## config.mk

```make
export PLATFORM = sky130hd
export DESIGN_NAME = mem_access_stage_flat
export DESIGN_NICKNAME = d
export VERILOG_FILES = /design/src/rtl/mem_access_stage_if.sv /design/src/rtl/mem_access_stage.sv /design/src/flat_wrapper.sv
export SDC_FILE = /design/constraint.sdc
export NUM_CORES = 1
export LEC_CHECK = 0
export ABC_AREA = 0
export BUFFER_PORTS_ARGS = -buffer_cell sky130_fd_sc_hd__buf_4
export CAP_MARGIN = 20
export CORE_MARGIN = 4
export CORE_UTILIZATION = 40
export DETAILED_ROUTE_END_ITERATION = 6
export HOLD_SLACK_MARGIN = 0.08
export MAX_ROUTING_LAYER = met4
export PLACE_DENSITY = 0.74
export SLEW_MARGIN = 30
export SYNTH_ARGS = -nofsm -noshare
export SYNTH_HDL_FRONTEND = slang
export SYNTH_SLANG_ARGS = --single-unit
```

## constraint.sdc

```tcl
create_clock -name clk -period 2.5 [get_ports clk]
set_clock_uncertainty 0.05 [all_clocks]
set_input_delay 0.375 -clock clk [delete_from_list [all_inputs] [get_ports clk]]
set_output_delay 0.375 -clock clk [all_outputs]
set_load 0.1 [all_outputs]
```

## src/rtl/mem_access_stage_if.sv

```systemverilog
// Signal bundle around the memory-access stage: Execute input, data-memory bus
// and writeback output. The slave modport is the stage's view, master the environment's.
interface mem_access_stage_if #(
    parameter int ADDR_W = 32
);
    logic              ex_valid;
    logic              ex_ready;
    logic [5:0]        ex_opcode;
    logic [31:0]       ex_pc;
    logic [31:0]       alu_out;
    logic [4:0]        ex_rf_dest;
    logic [31:0]       ex_mem_data;

    logic              dmem_req;
    logic              dmem_we;
    logic [ADDR_W-1:0] dmem_addr;
    logic [3:0]        dmem_be;
    logic [31:0]       dmem_wdata;
    logic              dmem_gnt;
    logic              dmem_rvalid;
    logic [31:0]       dmem_rdata;

    logic              mem_valid;
    logic              mem_ready;
    logic [5:0]        mem_opcode;
    logic [31:0]       mem_pc;
    logic [4:0]        mem_rf_dest;
    logic [31:0]       mem_result;
    logic              mem_misaligned;

    modport slave (
        input  ex_valid, ex_opcode, ex_pc, alu_out, ex_rf_dest, ex_mem_data,
        input  dmem_gnt, dmem_rvalid, dmem_rdata, mem_ready,
        output ex_ready, dmem_req, dmem_we, dmem_addr, dmem_be, dmem_wdata,
        output mem_valid, mem_opcode, mem_pc, mem_rf_dest, mem_result, mem_misaligned
    );

    modport master (
        output ex_valid, ex_opcode, ex_pc, alu_out, ex_rf_dest, ex_mem_data,
        output dmem_gnt, dmem_rvalid, dmem_rdata, mem_ready,
        input  ex_ready, dmem_req, dmem_we, dmem_addr, dmem_be, dmem_wdata,
        input  mem_valid, mem_opcode, mem_pc, mem_rf_dest, mem_result, mem_misaligned
    );
endinterface

```

## src/rtl/mem_access_stage.sv

```systemverilog
// Memory-access pipeline stage: registers Execute results, performs load/store
// over a req/gnt/rvalid bus and hands a registered result to writeback.
module mem_access_stage #(
    parameter int ADDR_W        = 32,
    parameter bit MISALIGN_TRAP = 1'b1
) (
    input  logic              clk,
    input  logic              rst_n,
    mem_access_stage_if.slave bus
);
    localparam logic [5:0] OP_LB  = 6'h20;
    localparam logic [5:0] OP_LH  = 6'h21;
    localparam logic [5:0] OP_LW  = 6'h23;
    localparam logic [5:0] OP_LBU = 6'h24;
    localparam logic [5:0] OP_LHU = 6'h25;
    localparam logic [5:0] OP_SB  = 6'h28;
    localparam logic [5:0] OP_SH  = 6'h29;
    localparam logic [5:0] OP_SW  = 6'h2B;

    typedef enum logic [1:0] {IDLE, REQ, WAIT, HOLD} state_t;
    typedef enum logic [1:0] {SZ_B, SZ_H, SZ_W} size_t;

    function automatic logic is_load(input logic [5:0] op);
        return (op == OP_LB) || (op == OP_LH) || (op == OP_LW) ||
               (op == OP_LBU) || (op == OP_LHU);
    endfunction

    function automatic logic is_store(input logic [5:0] op);
        return (op == OP_SB) || (op == OP_SH) || (op == OP_SW);
    endfunction

    function automatic size_t size_of(input logic [5:0] op);
        if (op == OP_LB || op == OP_LBU || op == OP_SB) return SZ_B;
        if (op == OP_LH || op == OP_LHU || op == OP_SH) return SZ_H;
        return SZ_W;
    endfunction

    // Lane offset after forcing alignment to the access size; identical to the
    // raw offset whenever the access is legal.
    function automatic logic [1:0] lane_off(input size_t sz, input logic [1:0] a);
        case (sz)
            SZ_B:    return a;
            SZ_H:    return {a[1], 1'b0};
            default: return 2'b00;
        endcase
    endfunction

    state_t            state_reg;
    logic              dmem_req_reg;
    logic              dmem_we_reg;
    logic [ADDR_W-1:0] dmem_addr_reg;
    logic [3:0]        dmem_be_reg;
    logic [31:0]       dmem_wdata_reg;
    logic              mem_valid_reg;
    logic [5:0]        mem_opcode_reg;
    logic [31:0]       mem_pc_reg;
    logic [4:0]        mem_rf_dest_reg;
    logic [31:0]       mem_result_reg;
    logic              mem_misaligned_reg;
    logic [1:0]        off_reg;

    logic        ex_ready_int;
    logic        accept;
    logic        in_mem;
    logic        in_store;
    size_t       in_size;
    logic [1:0]  in_off;
    logic        in_misal;
    logic [3:0]  in_be;
    logic [31:0] in_wdata;
    size_t       ld_size;
    logic [15:0] ld_lane;
    logic [31:0] ld_data;

    assign ex_ready_int = (state_reg == IDLE) || (state_reg == HOLD && bus.mem_ready);
    assign accept       = bus.ex_valid && ex_ready_int;

    // Decode straight from the Execute inputs so the accept edge already
    // knows which state to enter.
    always_comb begin
        in_store = is_store(bus.ex_opcode);
        in_mem   = in_store || is_load(bus.ex_opcode);
        in_size  = size_of(bus.ex_opcode);
        in_off   = lane_off(in_size, bus.alu_out[1:0]);
        in_misal = 1'b0;
        in_be    = 4'b1111;
        in_wdata = bus.ex_mem_data;
        case (in_size)
            SZ_B: begin
                in_be    = 4'b0001 << in_off;
                in_wdata = {4{bus.ex_mem_data[7:0]}};
            end
            SZ_H: begin
                in_misal = bus.alu_out[0];
                in_be    = in_off[1] ? 4'b1100 : 4'b0011;
                in_wdata = {2{bus.ex_mem_data[15:0]}};
            end
            default: in_misal = (bus.alu_out[1:0] != 2'b00);
        endcase
        in_misal = in_misal && in_mem && MISALIGN_TRAP;
    end

    always_comb begin
        ld_size = size_of(mem_opcode_reg);
        ld_lane = 16'(bus.dmem_rdata >> {off_reg, 3'b000});
        case (ld_size)
            SZ_B: ld_data = (mem_opcode_reg == OP_LBU) ? {24'd0, ld_lane[7:0]}
                                                       : {{24{ld_lane[7]}}, ld_lane[7:0]};
            SZ_H: ld_data = (mem_opcode_reg == OP_LHU) ? {16'd0, ld_lane}
                                                       : {{16{ld_lane[15]}}, ld_lane};
            default: ld_data = bus.dmem_rdata;
        endcase
    end

    always_ff @(posedge clk or negedge rst_n) begin
        if (!rst_n) begin
            state_reg          <= IDLE;
            dmem_req_reg       <= 1'b0;
            dmem_we_reg        <= 1'b0;
            dmem_addr_reg      <= '0;
            dmem_be_reg        <= 4'b0000;
            dmem_wdata_reg     <= 32'd0;
            mem_valid_reg      <= 1'b0;
            mem_opcode_reg     <= 6'd0;
            mem_pc_reg         <= 32'd0;
            mem_rf_dest_reg    <= 5'd0;
            mem_result_reg     <= 32'd0;
            mem_misaligned_reg <= 1'b0;
            off_reg            <= 2'b00;
        end else begin
            case (state_reg)
                IDLE, HOLD: begin
                    if (accept) begin
                        mem_opcode_reg     <= bus.ex_opcode;
                        mem_pc_reg         <= bus.ex_pc;
                        mem_result_reg     <= bus.alu_out;
                        mem_misaligned_reg <= in_misal;
                        off_reg            <= in_off;
                        dmem_we_reg        <= in_store;
                        dmem_addr_reg      <= {bus.alu_out[ADDR_W-1:2], 2'b00};
                        dmem_be_reg        <= in_be;
                        dmem_wdata_reg     <= in_wdata;
                        if (in_mem && !in_misal) begin
                            state_reg       <= REQ;
                            dmem_req_reg    <= 1'b1;
                            mem_valid_reg   <= 1'b0;
                            mem_rf_dest_reg <= in_store ? 5'd0 : bus.ex_rf_dest;
                        end else begin
                            state_reg       <= HOLD;
                            mem_valid_reg   <= 1'b1;
                            mem_rf_dest_reg <= in_misal ? 5'd0 : bus.ex_rf_dest;
                        end
                    end else if (state_reg == HOLD && bus.mem_ready) begin
                        state_reg     <= IDLE;
                        mem_valid_reg <= 1'b0;
                    end
                end
                REQ: begin
                    if (bus.dmem_gnt) begin
                        dmem_req_reg <= 1'b0;
                        if (dmem_we_reg) begin
                            state_reg     <= HOLD;
                            mem_valid_reg <= 1'b1;
                        end else begin
                            state_reg <= WAIT;
                        end
                    end
                end
                WAIT: begin
                    if (bus.dmem_rvalid) begin
                        mem_result_reg <= ld_data;
                        mem_valid_reg  <= 1'b1;
                        state_reg      <= HOLD;
                    end
                end
                default: state_reg <= IDLE;
            endcase
        end
    end

    assign bus.ex_ready       = ex_ready_int;
    assign bus.dmem_req       = dmem_req_reg;
    assign bus.dmem_we        = dmem_we_reg;
    assign bus.dmem_addr      = dmem_addr_reg;
    assign bus.dmem_be        = dmem_be_reg;
    assign bus.dmem_wdata     = dmem_wdata_reg;
    assign bus.mem_valid      = mem_valid_reg;
    assign bus.mem_opcode     = mem_opcode_reg;
    assign bus.mem_pc         = mem_pc_reg;
    assign bus.mem_rf_dest    = mem_rf_dest_reg;
    assign bus.mem_result     = mem_result_reg;
    assign bus.mem_misaligned = mem_misaligned_reg;
endmodule

```

## src/flat_wrapper.sv

```systemverilog
// flat-port wrapper written by rule: the top's interface ports become plain ports
module mem_access_stage_flat 
#(
    parameter int ADDR_W        = 32,
    parameter bit MISALIGN_TRAP = 1'b1
)
  (clk, rst_n, bus_ex_valid, bus_ex_opcode, bus_ex_pc, bus_alu_out, bus_ex_rf_dest, bus_ex_mem_data, bus_dmem_gnt, bus_dmem_rvalid, bus_dmem_rdata, bus_mem_ready, bus_ex_ready, bus_dmem_req, bus_dmem_we, bus_dmem_addr, bus_dmem_be, bus_dmem_wdata, bus_mem_valid, bus_mem_opcode, bus_mem_pc, bus_mem_rf_dest, bus_mem_result, bus_mem_misaligned);
  mem_access_stage_if #(.ADDR_W(ADDR_W)) bus_i ();
  input  logic clk;
  input  logic rst_n;
  input wire logic [$bits(bus_i.ex_valid)-1:0] bus_ex_valid;
  input wire logic [$bits(bus_i.ex_opcode)-1:0] bus_ex_opcode;
  input wire logic [$bits(bus_i.ex_pc)-1:0] bus_ex_pc;
  input wire logic [$bits(bus_i.alu_out)-1:0] bus_alu_out;
  input wire logic [$bits(bus_i.ex_rf_dest)-1:0] bus_ex_rf_dest;
  input wire logic [$bits(bus_i.ex_mem_data)-1:0] bus_ex_mem_data;
  input wire logic [$bits(bus_i.dmem_gnt)-1:0] bus_dmem_gnt;
  input wire logic [$bits(bus_i.dmem_rvalid)-1:0] bus_dmem_rvalid;
  input wire logic [$bits(bus_i.dmem_rdata)-1:0] bus_dmem_rdata;
  input wire logic [$bits(bus_i.mem_ready)-1:0] bus_mem_ready;
  output wire logic [$bits(bus_i.ex_ready)-1:0] bus_ex_ready;
  output wire logic [$bits(bus_i.dmem_req)-1:0] bus_dmem_req;
  output wire logic [$bits(bus_i.dmem_we)-1:0] bus_dmem_we;
  output wire logic [$bits(bus_i.dmem_addr)-1:0] bus_dmem_addr;
  output wire logic [$bits(bus_i.dmem_be)-1:0] bus_dmem_be;
  output wire logic [$bits(bus_i.dmem_wdata)-1:0] bus_dmem_wdata;
  output wire logic [$bits(bus_i.mem_valid)-1:0] bus_mem_valid;
  output wire logic [$bits(bus_i.mem_opcode)-1:0] bus_mem_opcode;
  output wire logic [$bits(bus_i.mem_pc)-1:0] bus_mem_pc;
  output wire logic [$bits(bus_i.mem_rf_dest)-1:0] bus_mem_rf_dest;
  output wire logic [$bits(bus_i.mem_result)-1:0] bus_mem_result;
  output wire logic [$bits(bus_i.mem_misaligned)-1:0] bus_mem_misaligned;
  assign bus_i.ex_valid = bus_ex_valid;
  assign bus_i.ex_opcode = bus_ex_opcode;
  assign bus_i.ex_pc = bus_ex_pc;
  assign bus_i.alu_out = bus_alu_out;
  assign bus_i.ex_rf_dest = bus_ex_rf_dest;
  assign bus_i.ex_mem_data = bus_ex_mem_data;
  assign bus_i.dmem_gnt = bus_dmem_gnt;
  assign bus_i.dmem_rvalid = bus_dmem_rvalid;
  assign bus_i.dmem_rdata = bus_dmem_rdata;
  assign bus_i.mem_ready = bus_mem_ready;
  assign bus_ex_ready = bus_i.ex_ready;
  assign bus_dmem_req = bus_i.dmem_req;
  assign bus_dmem_we = bus_i.dmem_we;
  assign bus_dmem_addr = bus_i.dmem_addr;
  assign bus_dmem_be = bus_i.dmem_be;
  assign bus_dmem_wdata = bus_i.dmem_wdata;
  assign bus_mem_valid = bus_i.mem_valid;
  assign bus_mem_opcode = bus_i.mem_opcode;
  assign bus_mem_pc = bus_i.mem_pc;
  assign bus_mem_rf_dest = bus_i.mem_rf_dest;
  assign bus_mem_result = bus_i.mem_result;
  assign bus_mem_misaligned = bus_i.mem_misaligned;
  mem_access_stage #(.ADDR_W(ADDR_W), .MISALIGN_TRAP(MISALIGN_TRAP)) u_core (.clk(clk), .rst_n(rst_n), .bus(bus_i));
endmodule
```

; Word level (Yosys, flattened, before mapping)
; Index checks and enable logic that the tools add are counted.
[totals]
out_inout_bits = 148
register_bits = 149
word_cells = 119
in_bits = 145
[classes]
muxes = 46
shifts = 2
reduce_logical = 33
n_eq_ne = 25
[op_table]
columns = op, count
row1 = $pmux W32 S2, 3
row2 = $mux W32, 4
row3 = $eq A6 B6 Y1 const B, 14
row4 = $shr A32 B5 Y16, 1
row5 = $mux W2, 13
row6 = $logic_or A1 B1 Y1, 16
row7 = $mux W1, 16
row8 = $mux W5, 3
row9 = $pmux W4 S2, 1
row10 = $reduce_and A4 Y1, 2
row11 = $eq A2 B1 Y1 const B, 3
row12 = $logic_not A2 Y1, 3
row13 = $ne A2 B1 Y1 const B, 3
row14 = $pmux W2 S3, 1
row15 = $reduce_and A3 Y1, 2
row16 = $reduce_bool A2 Y1, 3
row17 = $eq A2 B2 Y1 const B, 2
row18 = $logic_and A1 B1 Y1, 4
row19 = $mux W4, 1
row20 = $ne A2 B2 Y1 const B, 2
row21 = $pmux W1 S2, 2
row22 = $pmux W2 S2, 1
row23 = $shl A1 B2 Y4 const A, 1
row24 = $ne A3 B1 Y1 const B, 1
row25 = 4 further kinds, 4

; Longest topological paths before layout
[depth]
word_depth = 15
ltp_mapped = 11

; Worst setup path before layout
; Ideal clock, no wire load.
[synth_path]
path_type = register to register
startpoint = register u_core.state_reg[0]
endpoint = register u_core.mem_result_reg[16], in the netlist u_core.bus.mem_result[16]
t_required_ns = 2.324
t_arrival_ns = 2.345
slack_ns = -0.021
path_stages_with_launch = 10
cell_sequence = dfrtp_1 > inv_1 > ha_1 > a21o_1 > nand3_1 > buf_2 > a21bo_2 > buf_2 > a22oi_1 > a21oi_2
[synth_between]
elab_chain_cells = 6
word_cells_on_any_way = 12
[synth_rtl]
columns = item, line
row1 = start: declaration, mem_access_stage.sv:48  ; state_t state_reg;
row2 = start signal: assignment, mem_access_stage.sv:117  ; state_reg <= IDLE;
row3 = start signal: assignment, mem_access_stage.sv:144  ; state_reg <= REQ;
row4 = start signal: assignment, mem_access_stage.sv:149  ; state_reg <= HOLD;
row5 = $eq A2 B2 Y1, mem_access_stage.sv:75  ; assign ex_ready_int = (state_reg == IDLE) || (state_reg == HOLD && bus.mem_ready);
row6 = $logic_and A1 B1 Y1, mem_access_stage.sv:75
row7 = $logic_or A1 B1 Y1 *, mem_access_stage.sv:75
row8 = via bus_ex_ready, flat_wrapper.sv:21  ; output wire logic [$bits(bus_i.ex_ready)-1:0] bus_ex_ready;
row9 = $logic_and A1 B1 Y1 *, mem_access_stage.sv:76  ; assign accept = bus.ex_valid && ex_ready_int;
row10 = $ne A2 B1 Y1 (no source line) *, --
row11 = $reduce_and A3 Y1 (no source line) *, --
row12 = end signal: assignment, mem_access_stage.sv:136  ; mem_result_reg <= bus.alu_out;
row13 = end signal: assignment, mem_access_stage.sv:171  ; mem_result_reg <= ld_data;
row14 = end: declaration, mem_access_stage.sv:58  ; logic [31:0] mem_result_reg;
; Mark *: on every way through the listed nets, which the timed path passes. The rest lies on a longest branch.
; A chain may end at the register's enable or synchronous reset.

; Worst setup path in the final report
[layout_path]
startpoint = register u_core.state_reg[0]
endpoint = register u_core.mem_result_reg[15], in the netlist u_core.bus.mem_result[15]
[layout_between]
elab_chain_cells = 6
word_cells_on_any_way = 12
[layout_rtl]
columns = item, line
row1 = $eq A2 B2 Y1, "mem_access_stage.sv:75, mem_access_stage.sv:131"
row2 = $logic_and A1 B1 Y1, mem_access_stage.sv:75
row3 = $logic_or A1 B1 Y1, mem_access_stage.sv:75
row4 = $logic_and A1 B1 Y1, mem_access_stage.sv:76
row5 = $ne A2 B1 Y1 (no source line), --
row6 = $reduce_and A3 Y1 (no source line), --
; Parallel ways exist; a longest one is shown, timed or not.

==> run_results.csv <==
group,metric,value,unit
status,run_status,"complete, but fails checks",
status,violations,"design-rule violations",
route,dr.first_iter.drc_count,408,
setup_path,timing.rr.end,"u_core.bus.mem_result[15]",
yosys,synth-seq-area-share,0.539,
placement,post-dp-hpwl,17800,um
route,post-route-drc-count,5,
setup_path,r2r-start,"u_core.state_reg[0]",
worst_hold_path,hold_removal_path_class,"input pin to flop",
yosys,syn-cell-area,6910,sq um
floorplanning,count_of_boundary_i_o_pins,293,
timing,final_hold_viol_count,0,
global_route,grt_antenna_before_repair,0,
timing,max_slew.worst_pin.slew,539,ps
finish,most-common-layout-cells,"sky130_fd_sc_hd__buf_4 (301), sky130_fd_sc_hd__nand2_1 (286), sky130_fd_sc_hd__dfrtp_1 (149), sky130_fd_sc_hd__nor2_1 (51), sky130_fd_sc_hd__o21ai_0 (49)",
placement,gp_congestion,0.845,
timing,fin_ws,169,ps
timing,finalSetupViolations,0,
yosys,yosys_register_bits,149,
clock_network,clock_tree_from_tritoncts,"built",
yosys,synth_top_cell_by_area,"sky130_fd_sc_hd__dfrtp_1",
finish,fill_cells,1541,
clock_network,max-clock-path-buffers,2,
setup_path,r2r_setup_slack,170,ps
finish,post_route_cells_drive_above_1_share,0.335,
clock_network,cts_made_buffers,17,
global_route,overall_track_demand_over_capacity_in_global_routing,0.248,
global_route,grt_first_pass_wirelength,37400,um
worst_hold_path,worstHoldStart,"bus_ex_pc[13]",
setup_path,worst_ep_arrival_time,2560,ps
floorplanning,initial_core_util,0.412,
yosys,count_of_flip_flops_with_a_built_in_enable_after_synthesis,0,
floorplanning,die_width,139,um
route,first_pass_iters,7,
placement,numPortBuffers,290,
global_route,maximum_number_of_pins_on_one_net_before_global_route_repair,86,
clock_network,cts.clk_slew.worst_paths,60,ps
yosys,synth_area_per_cell,8.90,sq um
clock_network,cts.sinks,149,
yosys,warnings_synthesis,0,
clock_network,cts_htree_levels,4,
finish,insertedDiodeCount,0,
worst_hold_path,worst_hold_path.endpoint,"u_core.bus.mem_pc[13]",
route,antenna_left,0,
setup_path,critical_path.startpoint_type,"flop",
timing,slew_headroom,0.641,
yosys,yosys.cell_types.count,51,
route,wirelength,23700,um
worst_hold_path,hold_depth,3,
finish,finalNetCount,1203,
timing,timing_max_transition_violations_final,0,
setup_path,cp_required,2730,ps
clock_network,ctsRootBufferMaster,"sky130_fd_sc_hd__clkbuf_16",
global_route,grt_remaining_overflow,0,
floorplanning,coreArea,16800,sq um
yosys,synth_flop_cell,"sky130_fd_sc_hd__dfrtp_1",
floorplanning,floorplan.die.height,139,um
floorplanning,placementRows,47,
floorplanning,die_outline_area,19400,sq um
clock_network,post-cts-setup-buffers,0,
finish,layout.cells.most_common,"sky130_fd_sc_hd__buf_4",
route,wl_per_cell,18.4,um
clock_network,insertion_delay,410,ps
finish,area.growth.synth_to_final,43.2,%
timing,fmax,429,MHz
timing,finalWorstPathRequiredPeriod,2330,ps
yosys,netlist.area_leader.share,0.539,
yosys,synthTopCellsByArea,"sky130_fd_sc_hd__dfrtp_1 (54%), sky130_fd_sc_hd__nand2_1 (16%), sky130_fd_sc_hd__mux2i_1 (3.6%)",
setup_path,worst-path-max-fanout,8,
yosys,fraction_of_synthesis_flops_using_an_asynchronous_set_or_reset_pin,1.00,
placement,place_ws,205,ps
yosys,synthesis.instances,777,
timing,setup-tns-final,0,ps
timing,setup_repair_after_global_routing_missed_its_margin,"false",
setup_path,critical_path_class,"flop to flop",
placement,postPlaceCellArea,9310,sq um
timing,min_period_over_period,0.932,
finish,stdcell_area,9900,sq um
global_route,via_count_of_the_first_global_routing_pass,6808,
route,routed_via_density,5.23,
run,max-cap-violations,0,
finish,post-route-util,0.591,
route,vias,6732,
setup_path,worstSetupEndpointType,"flop",
setup_path,rr_worst_depth,7,
-- per-stage QoR --
stage / instances / hold WS, ps
6_report: 1286 / 99.2
5_1_grt: 1286 / 82.0
4_1_cts: 1286 / 81.5
3_5_place_dp: 1252 / 310
3_3_place_gp: 1252 / 313
2_1_floorplan: 778 / 29.4
-- routing by layer --
metal	share of wire	wire length (um)	vias to the layer above	global-route usage
met4	0.029	683	0	0.0844
met5	0	0	-	-
met3	0.093	2190	42	0.0672
li1	-	-	3153	-
met1	0.40	9380	3214	0.306
met2	0.48	11400	323	0.397
-- cells by family after synthesis --
kind of cell	Yosys count	share of synthesized area
and+or+nand+nor	367	0.211
AOI/OAI and AO/OA	171	0.162
DFF	149	0.539
buffers and inverters	59	0.0411
muxes	26	0.0395
adders and majority gates	4	0.00724
other	1	0.000542
-- cells in the mapped netlist, types with 2 or more instances --
cell type / n
sky130_fd_sc_hd__o31ai_1: 3
sky130_fd_sc_hd__and3_1: 3
sky130_fd_sc_hd__ha_1: 4
sky130_fd_sc_hd__o221ai_1: 5
sky130_fd_sc_hd__inv_1: 7
sky130_fd_sc_hd__buf_1: 7
sky130_fd_sc_hd__o221a_2: 2
sky130_fd_sc_hd__nand2_1: 286
sky130_fd_sc_hd__mux2i_1: 25
sky130_fd_sc_hd__nand2b_1: 12
sky130_fd_sc_hd__clkbuf_1: 20
sky130_fd_sc_hd__nor2b_1: 4
sky130_fd_sc_hd__and2_1: 2
sky130_fd_sc_hd__nor2_1: 51
sky130_fd_sc_hd__a22o_1: 5
sky130_fd_sc_hd__o22a_1: 2
sky130_fd_sc_hd__o21ai_0: 49
sky130_fd_sc_hd__a21oi_1: 29
sky130_fd_sc_hd__o22ai_1: 8
sky130_fd_sc_hd__a22oi_1: 16
sky130_fd_sc_hd__dfrtp_1: 149
sky130_fd_sc_hd__a31oi_1: 17
sky130_fd_sc_hd__a211oi_1: 9
sky130_fd_sc_hd__o21a_1: 2
sky130_fd_sc_hd__a21oi_2: 10
sky130_fd_sc_hd__nand3_1: 4
sky130_fd_sc_hd__buf_4: 4
sky130_fd_sc_hd__a21o_1: 2
sky130_fd_sc_hd__buf_2: 18
-- what timing repair did --
item | 4_1_cts | 5_1_grt
gates resized for setup | 0 | 1
setup endpoints to repair | 0 | 1
hold buffers | 3 | 0
hold endpoints to repair | 49 | 0
-- layout make-up --
class,count,area [sq um],area share
inverter,7,26.3,0.00265
timing repair buffer,309,2380,0.240
multi-input combinational,570,2930,0.296
clock buffer,20,457,0.0461
clock inverter,11,100,0.0101
tap,220,275,0.0278
sequential,149,3730,0.377
-- worst max-delay path: stages, from the launching register on --
cell                       delay, ps
sky130_fd_sc_hd__dfrtp_1         410
sky130_fd_sc_hd__inv_1            80
sky130_fd_sc_hd__ha_1            430
sky130_fd_sc_hd__a211oi_1         90
sky130_fd_sc_hd__nor4bb_2        490
sky130_fd_sc_hd__nand2_1         350
sky130_fd_sc_hd__o22ai_1         240
sky130_fd_sc_hd__a211oi_1         60
-- worst max-delay path by stage --
stage,start,end,slack (ps),cells past startpoint
after floorplan,u_core.state_reg[0],u_core.bus.mem_result[16],260,9
after global placement,u_core.state_reg[0],u_core.bus.mem_result[23],320,7
after detailed placement,u_core.state_reg[0],u_core.bus.mem_result[24],200,7
after CTS,u_core.state_reg[0],u_core.bus.mem_result[24],160,7
after global routing,u_core.state_reg[0],u_core.bus.mem_result[15],3,7
final,u_core.state_reg[0],u_core.bus.mem_result[15],170,7
Power is left out: the tool's default activity adds up to more than one toggle a clock period on the data nets, which glitch-free logic cannot reach.
